--- config.mk ---
export PLATFORM = sky130hd
export DESIGN_NAME = block_mac_2x2
export DESIGN_NICKNAME = d
export VERILOG_FILES = /design/src/rtl/matrix_mul_pkg.sv /design/src/rtl/mac_step.sv /design/src/rtl/block_mac_2x2.sv
export SDC_FILE = /design/constraint.sdc
export NUM_CORES = 2
export LEC_CHECK = 0
export ABC_AREA = 1
export ABC_CLOCK_PERIOD_IN_PS = 26600
export BUFFER_PORTS_ARGS = -buffer_cell sky130_fd_sc_hd__clkbuf_2
export CAP_MARGIN = 20
export CORE_MARGIN = 5
export CORE_UTILIZATION = 69
export DETAILED_ROUTE_END_ITERATION = 7
export PLACE_DENSITY = 0.89
export SLEW_MARGIN = 5
export SYNTH_ARGS = -nofsm -noshare
export SYNTH_HDL_FRONTEND = slang
export SYNTH_SLANG_ARGS = --single-unit
--- constraint.sdc ---
create_clock -name clk -period 26.6 [get_ports clk]
set_input_delay 5.32 -clock clk [delete_from_list [all_inputs] [get_ports clk]]
set_output_delay 5.32 -clock clk [all_outputs]
set_load 0.005 [all_outputs]
--- src/rtl/matrix_mul_pkg.sv ---
// rtl/matrix_mul_pkg.sv - shared types and constants for the matrix-multiply blocks
package matrix_mul_pkg;

  typedef enum logic [1:0] {
    IDLE = 2'd0,
    MUL  = 2'd1,
    DONE = 2'd2
  } mac_state_t;

  localparam int DEFAULT_DATA_W = 32;
  localparam int MAC_STEPS      = 8;
  localparam int MAC_LATENCY    = 9;

endpackage

--- src/rtl/mac_step.sv ---
// rtl/mac_step.sv - combinational signed multiply-add with wrap and overflow flags
module mac_step #(
  parameter int DATA_W = 32
) (
  input  logic signed [DATA_W-1:0] a,
  input  logic signed [DATA_W-1:0] b,
  input  logic        [DATA_W-1:0] acc,
  output logic        [DATA_W-1:0] sum,
  output logic                     ovf_mul,
  output logic                     ovf_add
);

  logic signed [2*DATA_W-1:0] prod;
  logic        [DATA_W-1:0]   prod_lo;

  // Full-width signed product; only the low word feeds the accumulator.
  assign prod    = (2*DATA_W)'(a) * (2*DATA_W)'(b);
  assign prod_lo = prod[DATA_W-1:0];
  assign sum     = acc + prod_lo;

  // The product fits a signed word only if its top DATA_W+1 bits all equal the sign.
  assign ovf_mul = (prod[2*DATA_W-1:DATA_W-1] != {(DATA_W+1){prod[DATA_W-1]}});

  // Like-signed addends producing an opposite-signed sum.
  assign ovf_add = (acc[DATA_W-1] == prod_lo[DATA_W-1]) && (sum[DATA_W-1] != acc[DATA_W-1]);

endmodule

--- src/rtl/block_mac_2x2.sv ---
// rtl/block_mac_2x2.sv - 2x2 block multiply/accumulate responder for the matmul control unit
module block_mac_2x2
  import matrix_mul_pkg::*;
#(
  parameter int DATA_W = DEFAULT_DATA_W
) (
  input  logic              clk,
  input  logic              rst,
  input  logic              start,
  input  logic              acc_clr,
  input  logic [DATA_W-1:0] a_11,
  input  logic [DATA_W-1:0] a_12,
  input  logic [DATA_W-1:0] a_21,
  input  logic [DATA_W-1:0] a_22,
  input  logic [DATA_W-1:0] b_11,
  input  logic [DATA_W-1:0] b_12,
  input  logic [DATA_W-1:0] b_21,
  input  logic [DATA_W-1:0] b_22,
  output logic              busy,
  output logic              done,
  output logic [DATA_W-1:0] c_11,
  output logic [DATA_W-1:0] c_12,
  output logic [DATA_W-1:0] c_21,
  output logic [DATA_W-1:0] c_22,
  output logic              ovf
);

  mac_state_t        state;
  logic [2:0]        s;

  // Operand, accumulator and result words are indexed {row, col}: 0=11, 1=12, 2=21, 3=22.
  logic [DATA_W-1:0] a_r   [4];
  logic [DATA_W-1:0] b_r   [4];
  logic [DATA_W-1:0] acc_r [4];
  logic [DATA_W-1:0] c_r   [4];

  logic [1:0]        a_idx;
  logic [1:0]        b_idx;
  logic [1:0]        acc_idx;
  logic [DATA_W-1:0] step_sum;
  logic              step_ovf_mul;
  logic              step_ovf_add;

  // Step s decodes to i=s[2], j=s[1], k=s[0]: acc_ij += a_ik * b_kj.
  assign a_idx   = {s[2], s[0]};
  assign b_idx   = {s[0], s[1]};
  assign acc_idx = {s[2], s[1]};

  mac_step #(
    .DATA_W (DATA_W)
  ) u_mac_step (
    .a       (a_r[a_idx]),
    .b       (b_r[b_idx]),
    .acc     (acc_r[acc_idx]),
    .sum     (step_sum),
    .ovf_mul (step_ovf_mul),
    .ovf_add (step_ovf_add)
  );

  assign c_11 = c_r[0];
  assign c_12 = c_r[1];
  assign c_21 = c_r[2];
  assign c_22 = c_r[3];

  // Control FSM: capture in IDLE, eight multiply-add steps, one-cycle done with result load.
  always_ff @(posedge clk) begin
    if (rst) begin
      state <= IDLE;
      s     <= 3'd0;
      busy  <= 1'b0;
      done  <= 1'b0;
      ovf   <= 1'b0;
      for (int n = 0; n < 4; n++) begin
        a_r[n]   <= '0;
        b_r[n]   <= '0;
        acc_r[n] <= '0;
        c_r[n]   <= '0;
      end
    end else begin
      case (state)
        IDLE: begin
          done <= 1'b0;
          if (start) begin
            a_r[0] <= a_11;
            a_r[1] <= a_12;
            a_r[2] <= a_21;
            a_r[3] <= a_22;
            b_r[0] <= b_11;
            b_r[1] <= b_12;
            b_r[2] <= b_21;
            b_r[3] <= b_22;
            s      <= 3'd0;
            busy   <= 1'b1;
            state  <= MUL;
            // First k-block: start from zero and forget earlier overflow.
            if (acc_clr) begin
              for (int n = 0; n < 4; n++) acc_r[n] <= '0;
              ovf <= 1'b0;
            end
          end
        end
        MUL: begin
          acc_r[acc_idx] <= step_sum;
          if (step_ovf_mul || step_ovf_add) ovf <= 1'b1;
          s <= s + 3'd1;
          if (s == 3'(MAC_STEPS - 1)) begin
            // The last step's sum is still in flight, so take it directly.
            for (int n = 0; n < 4; n++)
              c_r[n] <= (2'(n) == acc_idx) ? step_sum : acc_r[n];
            done  <= 1'b1;
            state <= DONE;
          end
        end
        DONE: begin
          done  <= 1'b0;
          busy  <= 1'b0;
          state <= IDLE;
        end
        default: begin
          done  <= 1'b0;
          busy  <= 1'b0;
          state <= IDLE;
        end
      endcase
    end
  end

endmodule

==> results.ini <==
[yosys]
synthAdderAreaFrac_pct=39.61
synth_top_flop_cell=edfxtp_1
ys.warnings.count=0
synth_edf_count=512
ys_seq_area_share_pct=25.32
synthArstFlopShare_pct=0
ys_ff_latch=523
synth.distinct_cells=53
muxShareOfSynthArea_pct=0
avgSynthCellArea_sq_um=8.812
netlist_area_sq_mm=0.06159
synth-compound-area-share_pct=5.562
synth_xor_xnor_area_share_pct=0.9731
synthCells=6989
synth_top_family_by_area=adder cells
synthSimpleGateAreaFrac_pct=17.73
syn_nets=8549

[placement]
gp_congestion=1.036
detailedPlacementHpwl_microns=157200
numPortBuffers=390

[sta]
rsz0062_at_grt=no
fmax_mhz=83.78
finalClockSkew_ps=77.14
drv_slew=0
fin_tns_setup_ps=0
fin_crit_sh_pct=44.87
hold_violations=0
final.min_clock_period_ps=11940
setup_viol=0
relSlewSlack_pct=14.52
worstMarginPinSlew_ps=1269

[floorplan]
fp.coreArea_sq_mm=0.08851
io_pins=391
fp.dieH_microns=308.8
die_area_sq_mm=0.09534
rows=109
die_w_microns=308.8
start_util_pct=69.58

[cells_and_area]
multiInputGateArea_sq_mm=0.03946
final_common_cell=nand2_1
fillers=5927
area_delta_synth_final_pct=7.771
seqCellArea_sq_mm=0.01560
drive_gt1_share_pct=9.586
fin_nets=8791
layout_common_cells=nand2_1, inv_1, nor2_1

[clock_network]
root_buffer=clkbuf_16
cts_tree=yes
cts.sinks=523
ctsLongestPathBuffers=3
hold_buffers=0
cts_resized=0
cts_setup_buffers=0
numCtsBuffers=50
clkTransAtPathRegs_ps=70
clk_latency_ps=670
htreeDepth=2

[detailed_routing]
first_pass_iters=8
antenna_left=0
drtIter0Drc=6542
post-route-drc-count=2
vias_per_cell=6.104
routedWlPerCell_microns=23.78
num_vias=51499
drt-total-wl_microns=200700

[worst_setup_path]
worst_setup_path_start_kind=register
path_max_fanout=76
crit_required_ps=26990
slowest_delay_ps=800
crit_buf_inv=12
path_delay_family=adder cells
worstPathArrival_ps=12330
worstSetupPathType=reg2reg
cp_slowest_cell=xor2_1
path_common_cell=fa_1
crit_path_end_kind=register

[grt]
grt_pass1_wl_microns=304400
grt_pass1_vias=53755
grt_max_degree=181
antenna_found_initial=0
overflow=0
track_usage_pct=42.32

[run_status]
run_status=complete, but fails checks
violations=design-rule violations

[flow_run]
cap_violations=0

[worst_hold_path]
hold_class=reg2reg

==> cells by family after synthesis <==
kind of cell	Yosys count
simple gates	2780
buf+inv	1759
fa+ha+maj	1300
compound gates	562
flops	523
xor+xnor	65
==> synth_stat cells, drive strengths merged, types with 44 or more instances <==
library cell | instances | area (sq um)
nand2 | 1454 | 5530
inv | 1444 | 5420
nor2 | 1132 | 4307
fa | 1083 | 21680
edfxtp | 512 | 15370
a21oi | 262 | 1341
clkbuf | 248 | 930.9
ha | 217 | 2715
o21ai | 157 | 812.0
nand3 | 124 | 650.6
a32oi | 65 | 674.4
buf | 48 | 234.0
xor2 | 44 | 415.4
==> state kept, by name, summed over array words and instances, names as in the netlist, named ones only <==
signal  count
state       2
b_r       128
ovf         1
done        1
acc_r     128
s           3
c_r       128
busy        1
a_r       128
==> worst paths after layout <==
kind,to,from,slack [ps],cells after the start
hold / removal,done,done,500,2
setup / recovery,c_r[2][29],register,14660,41
hold reg to reg,done,done,500,2
setup reg to reg,c_r[2][29],register,14660,41
==> final cells by class <==
class	count	share of cell area [%]
Tap cell	1165	2.196
Clock buffer	69	2.068
Sequential cell	523	23.50
Antenna cell	1	0.003770
Clock inverter	23	0.4204
Multi-Input combinational cell	4707	59.45
Inverter	1463	8.281
Timing Repair Buffer	486	4.075
==> layer usage <==
layer | vias to the layer above | track usage (%) | wire (microns)
met5 | - | 0.5938 | 117
met4 | 4 | 25.00 | 15870
met3 | 1046 | 12.16 | 27520
met2 | 4103 | 64.28 | 88760
met1 | 24825 | 55.05 | 68370
li1 | 21521 | - | -
==> metrics by stage <==
step / hold slack [ps] / utilization (%) / instances / setup WS [ps] / area, sq um
6_report: 504.0 / 74.99 / 8437 / 14660 / 66380
5_1_grt: 524.4 / 74.99 / 8436 / 14020 / 66370
4_1_cts: 499.9 / 74.95 / 8434 / 14810 / 66340
3_5_place_dp: 487.9 / 73.08 / 8342 / 14770 / 64690
3_3_place_gp: 476.5 / 73.08 / 8342 / 15170 / 64690
2_1_floorplan: 453.7 / - / 6989 / 15060 / 61590
==> worst min-delay path: stages, from the launching register on <==
cell	delay, ps
dfxtp_1	320
nor2_1	100
nor2_1	50
Power is not shown: default switching activity piles up to over one toggle a cycle in this logic, so the estimate is an artifact.
